**src/rtl/cal_polar2rect_pkg.sv**
```systemverilog
// Shared CORDIC constants for the polar/rectangular converters: arctangent table,
// gain compensation constant and default datapath sizing.
package cal_polar2rect_pkg;

  localparam int DW_DEF    = 8;
  localparam int AW_DEF    = 16;
  localparam int ITER_DEF  = 12;
  localparam int GUARD_DEF = 4;
  localparam int K_Q15     = 19898;

  // round(atan(2^-k) * 2^15 / pi), rescaled for angle widths other than 16 bits
  function automatic int atan_val(input int k, input int aw);
    int t;
    case (k)
      0:       t = 8192;
      1:       t = 4836;
      2:       t = 2555;
      3:       t = 1297;
      4:       t = 651;
      5:       t = 326;
      6:       t = 163;
      7:       t = 81;
      8:       t = 41;
      9:       t = 20;
      10:      t = 10;
      11:      t = 5;
      12:      t = 3;
      13:      t = 1;
      default: t = 0;
    endcase
    if (aw >= 16) return t <<< (aw - 16);
    return t >>> (16 - aw);
  endfunction

endpackage

```
**src/rtl/cal_polar2rect_if.sv**
```systemverilog
// Sample stream into the polar-to-rectangular converter and the result stream out of it.
interface cal_polar2rect_if #(
  parameter int DW = 8,
  parameter int AW = 16
);
  logic                 sample_val;
  logic [DW-1:0]        sample_mag;
  logic [AW-1:0]        sample_angle;
  logic                 result_val;
  logic signed [DW:0]   result_re;
  logic signed [DW:0]   result_im;

  modport master (
    output sample_val, sample_mag, sample_angle,
    input  result_val, result_re, result_im
  );

  modport slave (
    input  sample_val, sample_mag, sample_angle,
    output result_val, result_re, result_im
  );
endinterface

```
**src/rtl/cal_polar2rect_rot_stage.sv**
```systemverilog
// One registered CORDIC rotation-mode micro-rotation: rotates (x,y) towards the residual
// angle z by +-atan(2^-SHIFT). Latency 1 clk, no backpressure.
module cal_polar2rect_rot_stage #(
  parameter int SHIFT    = 0,
  parameter int ATAN_VAL = 8192,
  parameter int XW       = 14,
  parameter int ZW       = 17
) (
  input  logic                 clk,
  input  logic                 rst_n,
  input  logic signed [XW-1:0] x,
  input  logic signed [XW-1:0] y,
  input  logic signed [ZW-1:0] z,
  output logic signed [XW-1:0] x_rot,
  output logic signed [XW-1:0] y_rot,
  output logic signed [ZW-1:0] z_rot
);

  localparam logic signed [ZW-1:0] ATAN_Z = ZW'(ATAN_VAL);

  logic signed [XW-1:0] x_sh;
  logic signed [XW-1:0] y_sh;

  assign x_sh = x >>> SHIFT;
  assign y_sh = y >>> SHIFT;

  always_ff @(posedge clk or negedge rst_n) begin
    if (!rst_n) begin
      x_rot <= '0;
      y_rot <= '0;
      z_rot <= '0;
    end else if (!z[ZW-1]) begin
      x_rot <= x - y_sh;
      y_rot <= y + x_sh;
      z_rot <= z - ATAN_Z;
    end else begin
      x_rot <= x + y_sh;
      y_rot <= y - x_sh;
      z_rot <= z + ATAN_Z;
    end
  end

endmodule

```
**src/rtl/cal_polar2rect.sv**
```systemverilog
// Pipelined CORDIC polar-to-rectangular converter: quadrant fold, ITER micro-rotations,
// gain compensation with round/clamp. Latency ITER+2 clk, one sample per clk, no backpressure.
module cal_polar2rect
  import cal_polar2rect_pkg::*;
#(
  parameter int DW    = DW_DEF,
  parameter int AW    = AW_DEF,
  parameter int ITER  = ITER_DEF,
  parameter int GUARD = GUARD_DEF
) (
  input  logic             clk,
  input  logic             rst_n,
  cal_polar2rect_if.slave  bus
);

  localparam int XW  = DW + 2 + GUARD;
  localparam int ZW  = AW + 1;
  localparam int LAT = ITER + 2;
  localparam int PW  = XW + 16;

  localparam logic signed [15:0]   K_S  = 16'(K_Q15);
  localparam logic signed [PW-1:0] HALF = PW'(1) <<< (14 + GUARD);
  localparam logic signed [PW-1:0] LIM  = PW'((1 << DW) - 1);

  logic signed [XW-1:0] xs [ITER+1];
  logic signed [XW-1:0] ys [ITER+1];
  logic signed [ZW-1:0] zs [ITER+1];

  logic signed [XW-1:0] x0;
  logic signed [XW-1:0] y0;
  logic signed [ZW-1:0] z0;
  logic [LAT-1:0]       val_pipe;

  logic                 fold;
  logic signed [XW-1:0] mag_ext;
  logic [AW-1:0]        ang_fold;

  // Magnitude enters with GUARD fractional bits; |angle| >= 90deg folds by 180deg and negates x.
  assign fold     = bus.sample_angle[AW-1] ^ bus.sample_angle[AW-2];
  assign mag_ext  = signed'({2'b00, bus.sample_mag, {GUARD{1'b0}}});
  assign ang_fold = fold ? {~bus.sample_angle[AW-1], bus.sample_angle[AW-2:0]}
                         : bus.sample_angle;

  always_ff @(posedge clk or negedge rst_n) begin
    if (!rst_n) begin
      x0 <= '0;
      y0 <= '0;
      z0 <= '0;
    end else begin
      x0 <= fold ? -mag_ext : mag_ext;
      y0 <= '0;
      z0 <= signed'({ang_fold[AW-1], ang_fold});
    end
  end

  assign xs[0] = x0;
  assign ys[0] = y0;
  assign zs[0] = z0;

  for (genvar k = 0; k < ITER; k++) begin : g_stage
    cal_polar2rect_rot_stage #(
      .SHIFT    (k),
      .ATAN_VAL (atan_val(k, AW)),
      .XW       (XW),
      .ZW       (ZW)
    ) u_stage (
      .clk   (clk),
      .rst_n (rst_n),
      .x     (xs[k]),
      .y     (ys[k]),
      .z     (zs[k]),
      .x_rot (xs[k+1]),
      .y_rot (ys[k+1]),
      .z_rot (zs[k+1])
    );
  end

  // Residual angle after the last rotation carries no information for the output.
  logic z_unused;
  assign z_unused = ^zs[ITER];

  logic signed [PW-1:0] prod_re;
  logic signed [PW-1:0] prod_im;
  logic signed [PW-1:0] scl_re;
  logic signed [PW-1:0] scl_im;

  assign prod_re = PW'(xs[ITER]) * PW'(K_S);
  assign prod_im = PW'(ys[ITER]) * PW'(K_S);
  assign scl_re  = (prod_re + HALF) >>> (15 + GUARD);
  assign scl_im  = (prod_im + HALF) >>> (15 + GUARD);

  always_ff @(posedge clk or negedge rst_n) begin
    if (!rst_n) begin
      bus.result_re <= '0;
      bus.result_im <= '0;
    end else begin
      if (scl_re > LIM)       bus.result_re <= LIM[DW:0];
      else if (scl_re < -LIM) bus.result_re <= -LIM[DW:0];
      else                    bus.result_re <= scl_re[DW:0];
      if (scl_im > LIM)       bus.result_im <= LIM[DW:0];
      else if (scl_im < -LIM) bus.result_im <= -LIM[DW:0];
      else                    bus.result_im <= scl_im[DW:0];
    end
  end

  always_ff @(posedge clk or negedge rst_n) begin
    if (!rst_n) val_pipe <= '0;
    else        val_pipe <= {val_pipe[LAT-2:0], bus.sample_val};
  end

  assign bus.result_val = val_pipe[LAT-1];

endmodule

```
**src/flat_wrapper.sv**
```systemverilog
// flat-port wrapper written by rule: the top's interface ports become plain ports
module cal_polar2rect_flat import cal_polar2rect_pkg::*;
#(
  parameter int DW    = DW_DEF,
  parameter int AW    = AW_DEF,
  parameter int ITER  = ITER_DEF,
  parameter int GUARD = GUARD_DEF
)
  (clk, rst_n, bus_sample_val, bus_sample_mag, bus_sample_angle, bus_result_val, bus_result_re, bus_result_im);
  cal_polar2rect_if #(.DW(DW), .AW(AW)) bus_i ();
  input  logic clk;
  input  logic rst_n;
  input wire logic [$bits(bus_i.sample_val)-1:0] bus_sample_val;
  input wire logic [$bits(bus_i.sample_mag)-1:0] bus_sample_mag;
  input wire logic [$bits(bus_i.sample_angle)-1:0] bus_sample_angle;
  output wire logic [$bits(bus_i.result_val)-1:0] bus_result_val;
  output wire logic [$bits(bus_i.result_re)-1:0] bus_result_re;
  output wire logic [$bits(bus_i.result_im)-1:0] bus_result_im;
  assign bus_i.sample_val = bus_sample_val;
  assign bus_i.sample_mag = bus_sample_mag;
  assign bus_i.sample_angle = bus_sample_angle;
  assign bus_result_val = bus_i.result_val;
  assign bus_result_re = bus_i.result_re;
  assign bus_result_im = bus_i.result_im;
  cal_polar2rect #(.DW(DW), .AW(AW), .ITER(ITER), .GUARD(GUARD)) u_core (.clk(clk), .rst_n(rst_n), .bus(bus_i));
endmodule
```
**config.mk**
```make
export PLATFORM = sky130hd
export DESIGN_NAME = cal_polar2rect_flat
export DESIGN_NICKNAME = d
export VERILOG_FILES = /design/src/rtl/cal_polar2rect_pkg.sv /design/src/rtl/cal_polar2rect_if.sv /design/src/rtl/cal_polar2rect_rot_stage.sv /design/src/rtl/cal_polar2rect.sv /design/src/flat_wrapper.sv
export SDC_FILE = /design/constraint.sdc
export NUM_CORES = 2
export LEC_CHECK = 0
export ABC_AREA = 1
export BUFFER_PORTS_ARGS = -buffer_cell sky130_fd_sc_hd__buf_2
export CAP_MARGIN = 20
export CORE_MARGIN = 3
export CORE_UTILIZATION = 60
export CTS_CLUSTER_SIZE = 28
export DETAILED_ROUTE_END_ITERATION = 10
export HOLD_SLACK_MARGIN = 0.03
export PLACE_DENSITY_LB_ADDON = 0.08
export RECOVER_POWER = 100
export SETUP_SLACK_MARGIN = 0.05
export SLEW_MARGIN = 20
export SYNTH_ARGS = -nofsm -noshare
export SYNTH_HDL_FRONTEND = slang
export SYNTH_SLANG_ARGS = --single-unit
```
**constraint.sdc**
```tcl
create_clock -name clk -period 14.9 [get_ports clk]
set_input_delay 2.98 -clock clk [delete_from_list [all_inputs] [get_ports clk]]
set_output_delay 2.98 -clock clk [all_outputs]
set_load 0.01 [all_outputs]
```
==> metrics.csv <==
metric;value;unit
outcome;finished, violations left;
failing checks;max-capacitance violations, max-slew violations;
Synth Area in Simple Gates;0.138;
HP Start;u_core.z0[4];
buffers and inverters on the worst path;4;
chip width;273;um
Area Overhead vs Synth;8.13;%
share of layout cells above drive strength 1;0.0337;
vias in the first global route;30700;
Sink Count;543;
ys flop type;dfrtp_1;
Crit path max-delay family;buffers and inverters;
Crit Path Max Fanout;183;
Final Hold Violating Endpoints;0;
library cells used by synthesis;47;
Clock Skew;0.0371;ns
Area after DPL;44200;um^2
Crit Reg-Reg Startpoint;u_core.g_stage[11].u_stage.y_rot[12];
endpoints failing setup;0;
synthesized cell area;42700;um^2
# nets final;5772;
Max Transition Viols Final;124;
crit-path max cell delay;2.75;ns
Post-Synth Adder-Cell Area;0.276;
Iter 0 DRT Violations;1487;
Worst R2R Setup Slack;8.43;ns
setup tns final;0;ns
largest net degree at the start of global routing;184;
Hold WS;0.343;ns
H-tree depth;2;
Clk Tree Root Cell;clkbuf_16;
synthesized instance count;4804;
FF-to-FF End;u_core.bus.result_im[5];
Initial Util;0.608;
Least-Margin Pin Slew;4.02;ns
Post-synth EDFFs;0;
Ports;46;
Seq. cell area;13600;um^2
Yosys reg bits;543;
Num CTS Buffers;59;
total setup buffers inserted after CTS;0;
Post-Synth XOR/XNOR Area;0.106;
Worst-Skew Late Latency;0.65;ns
worst reg2reg path depth;26;
Via-to-Cell Ratio;5.25;
CP Launch Type;input port;
Worst EP required;15.61;ns
first-pass GRT wire length;144000;um
Async SR Flop Fraction;1.00;
Antenna Nets Post-Route;0;
ant diodes;0;
drt first pass iters;5;
post-synthesis compound-gate area fraction;0.0980;
average wire per standard cell;14.1;um
post-synthesis area per instance;8.89;um^2
Worst Hold Class;register to register;
gr ovfl total;0;
Synth Warn #;0;
RSZ-0062 raised after global routing;no;
hold path depth;0;
Post-CTS Hold Buffers;0;
WHS Endpoint;u_core.g_stage[0].u_stage.z_rot[4];
die area;74400;um^2
worst setup path start;rst_n;
sequential share of the synthesized area;0.318;
final wirelength;83000;um
Tcrit/Tclk final;0.504;
largest family of logic cells by synthesized area;adder cells;
drc violations;0;
antenna violations before repair;0;
Syn Nets;5672;
die height;273;um
core area;70300;um^2
mux share of post-synthesis cell area;0;
CTS tree;built;
number of max-cap violations;2;
Max transition margin;-1.68;
Clock transition at path regs;0.06;ns
Crit path arrival time;8.22;ns
sequence of cells on the critical path;clkbuf_1 > buf_12 > buf_4 > buf_6;
Fmax achieved;0.133;GHz
gp weighted congestion;0.884;
multi-input logic area;26400;um^2
post-cts sizing count;0;
dpl hpwl;66800;um
vias;30900;
Crit. End Element;asynchronous set/reset pin;
Critical-path top delay cell;clkbuf_1;
GRT Total Usage;0.231;
Max clock buf depth;3;
minimum clock period;7.51;ns
fill count;5869;
row count;97;
kind of critical path;input port to asynchronous set/reset pin;
post-route cell area;46200;um^2
Port Buf Inserts;45;
[registers in the layout (all words and copies together), names as in the netlist]
signal / flops
u_core.val_pipe: 14
u_core.g_stage.u_stage.z_rot: 168
u_core.bus.result_re: 9
u_core.g_stage.u_stage.x_rot: 160
u_core.bus.result_im: 9
u_core.x0: 10
u_core.z0: 16
u_core.g_stage.u_stage.y_rot: 157
[cell type report]
| class | instances | share of cell area |
|---|---|---|
| Clock buffer | 77 | 0.0352 |
| Clock inverter | 35 | 0.0106 |
| Inverter | 707 | 0.0575 |
| Multi-Input combinational cell | 3532 | 0.571 |
| Sequential cell | 543 | 0.294 |
| Tap cell | 940 | 0.0255 |
| Timing Repair Buffer | 61 | 0.00656 |
[worst max path at each step]
stage	end	slack, ns	cells past startpoint
after floorplan	u_core.bus.result_im[1]	9.23	28
after global placement	u_core.g_stage[4].u_stage.y_rot[0]	8.64	4
after detailed placement	u_core.g_stage[4].u_stage.y_rot[3]	8.61	4
after CTS	u_core.bus.result_im[2]	8.69	26
after global routing	u_core.g_stage[8].u_stage.y_rot[6]	6.19	2
final	u_core.g_stage[4].u_stage.x_rot[11]	7.39	4
[Yosys cell counts (4+ instances only)]
cell | instances | share of area
a22oi_1 | 7 | 0.0012
nand3_1 | 193 | 0.023
o211ai_1 | 4 | 0.00070
buf_1 | 4 | 0.00035
fa_1 | 168 | 0.079
nor2_2 | 10 | 0.0015
ha_1 | 673 | 0.20
o31ai_1 | 14 | 0.0025
nand2_1 | 769 | 0.068
clkbuf_1 | 18 | 0.0016
a21o_1 | 25 | 0.0044
or2_2 | 7 | 0.0010
inv_1 | 704 | 0.062
nand4_1 | 39 | 0.0057
a21oi_1 | 450 | 0.053
nor2_1 | 306 | 0.027
o221ai_1 | 4 | 0.00082
nor4_1 | 5 | 0.00073
o21ai_0 | 171 | 0.020
o21bai_1 | 31 | 0.0054
xnor2_1 | 91 | 0.019
and2_1 | 4 | 0.00059
dfrtp_1 | 543 | 0.32
nor3_1 | 41 | 0.0048
a31oi_1 | 29 | 0.0042
nand2_2 | 10 | 0.0015
xor2_1 | 424 | 0.087
a21boi_0 | 20 | 0.0035
[per-layer routing]
metal  track usage  wire (um)
met1         0.302      37600
met2         0.409      40600
met3        0.0247       2610
met4        0.0661       2200
met5             0          0
[cells in the final DEF (no fill, tap or decap), drive strengths merged, types with 9 or more instances in the layout]
cell type | Yosys | final
fa | 168 | 168
a21o | 25 | 25
inv | 707 | 707
o31ai | 14 | 14
buf | 4 | 29
bufinv | 0 | 9
nand3 | 197 | 197
nor3 | 44 | 44
o21bai | 31 | 31
clkbuf | 18 | 109
o21ai | 174 | 174
nand2 | 779 | 779
dfrtp | 543 | 543
ha | 673 | 673
xnor2 | 93 | 93
clkinv | 0 | 22
nand4 | 40 | 40
xor2 | 424 | 424
a31oi | 29 | 29
nor2 | 319 | 319
a21boi | 20 | 20
a21oi | 450 | 450
[cells by family (layout without fill, tap and decap cells)]
group,count (synthesis),after routing
adder cells (fa/ha/maj),841,841
buffers and inverters,729,880
XOR/XNOR,517,517
AO/OA/AOI/OAI,769,769
AND/OR/NAND/NOR,1405,1405
flip-flops,543,543
[through the flow]
step / worst slack [ns] / utilization / cells
after floorplan: 9.23 / - / 4804
after global placement: 8.64 / 0.629 / 5783
after detailed placement: 8.61 / 0.629 / 5783
after CTS: 8.69 / 0.659 / 5895
after global routing: 6.19 / 0.657 / 5895
final: 7.39 / 0.657 / 5895
Power is not shown: default switching activity piles up to over one toggle a cycle in this logic, so the estimate is an artifact.
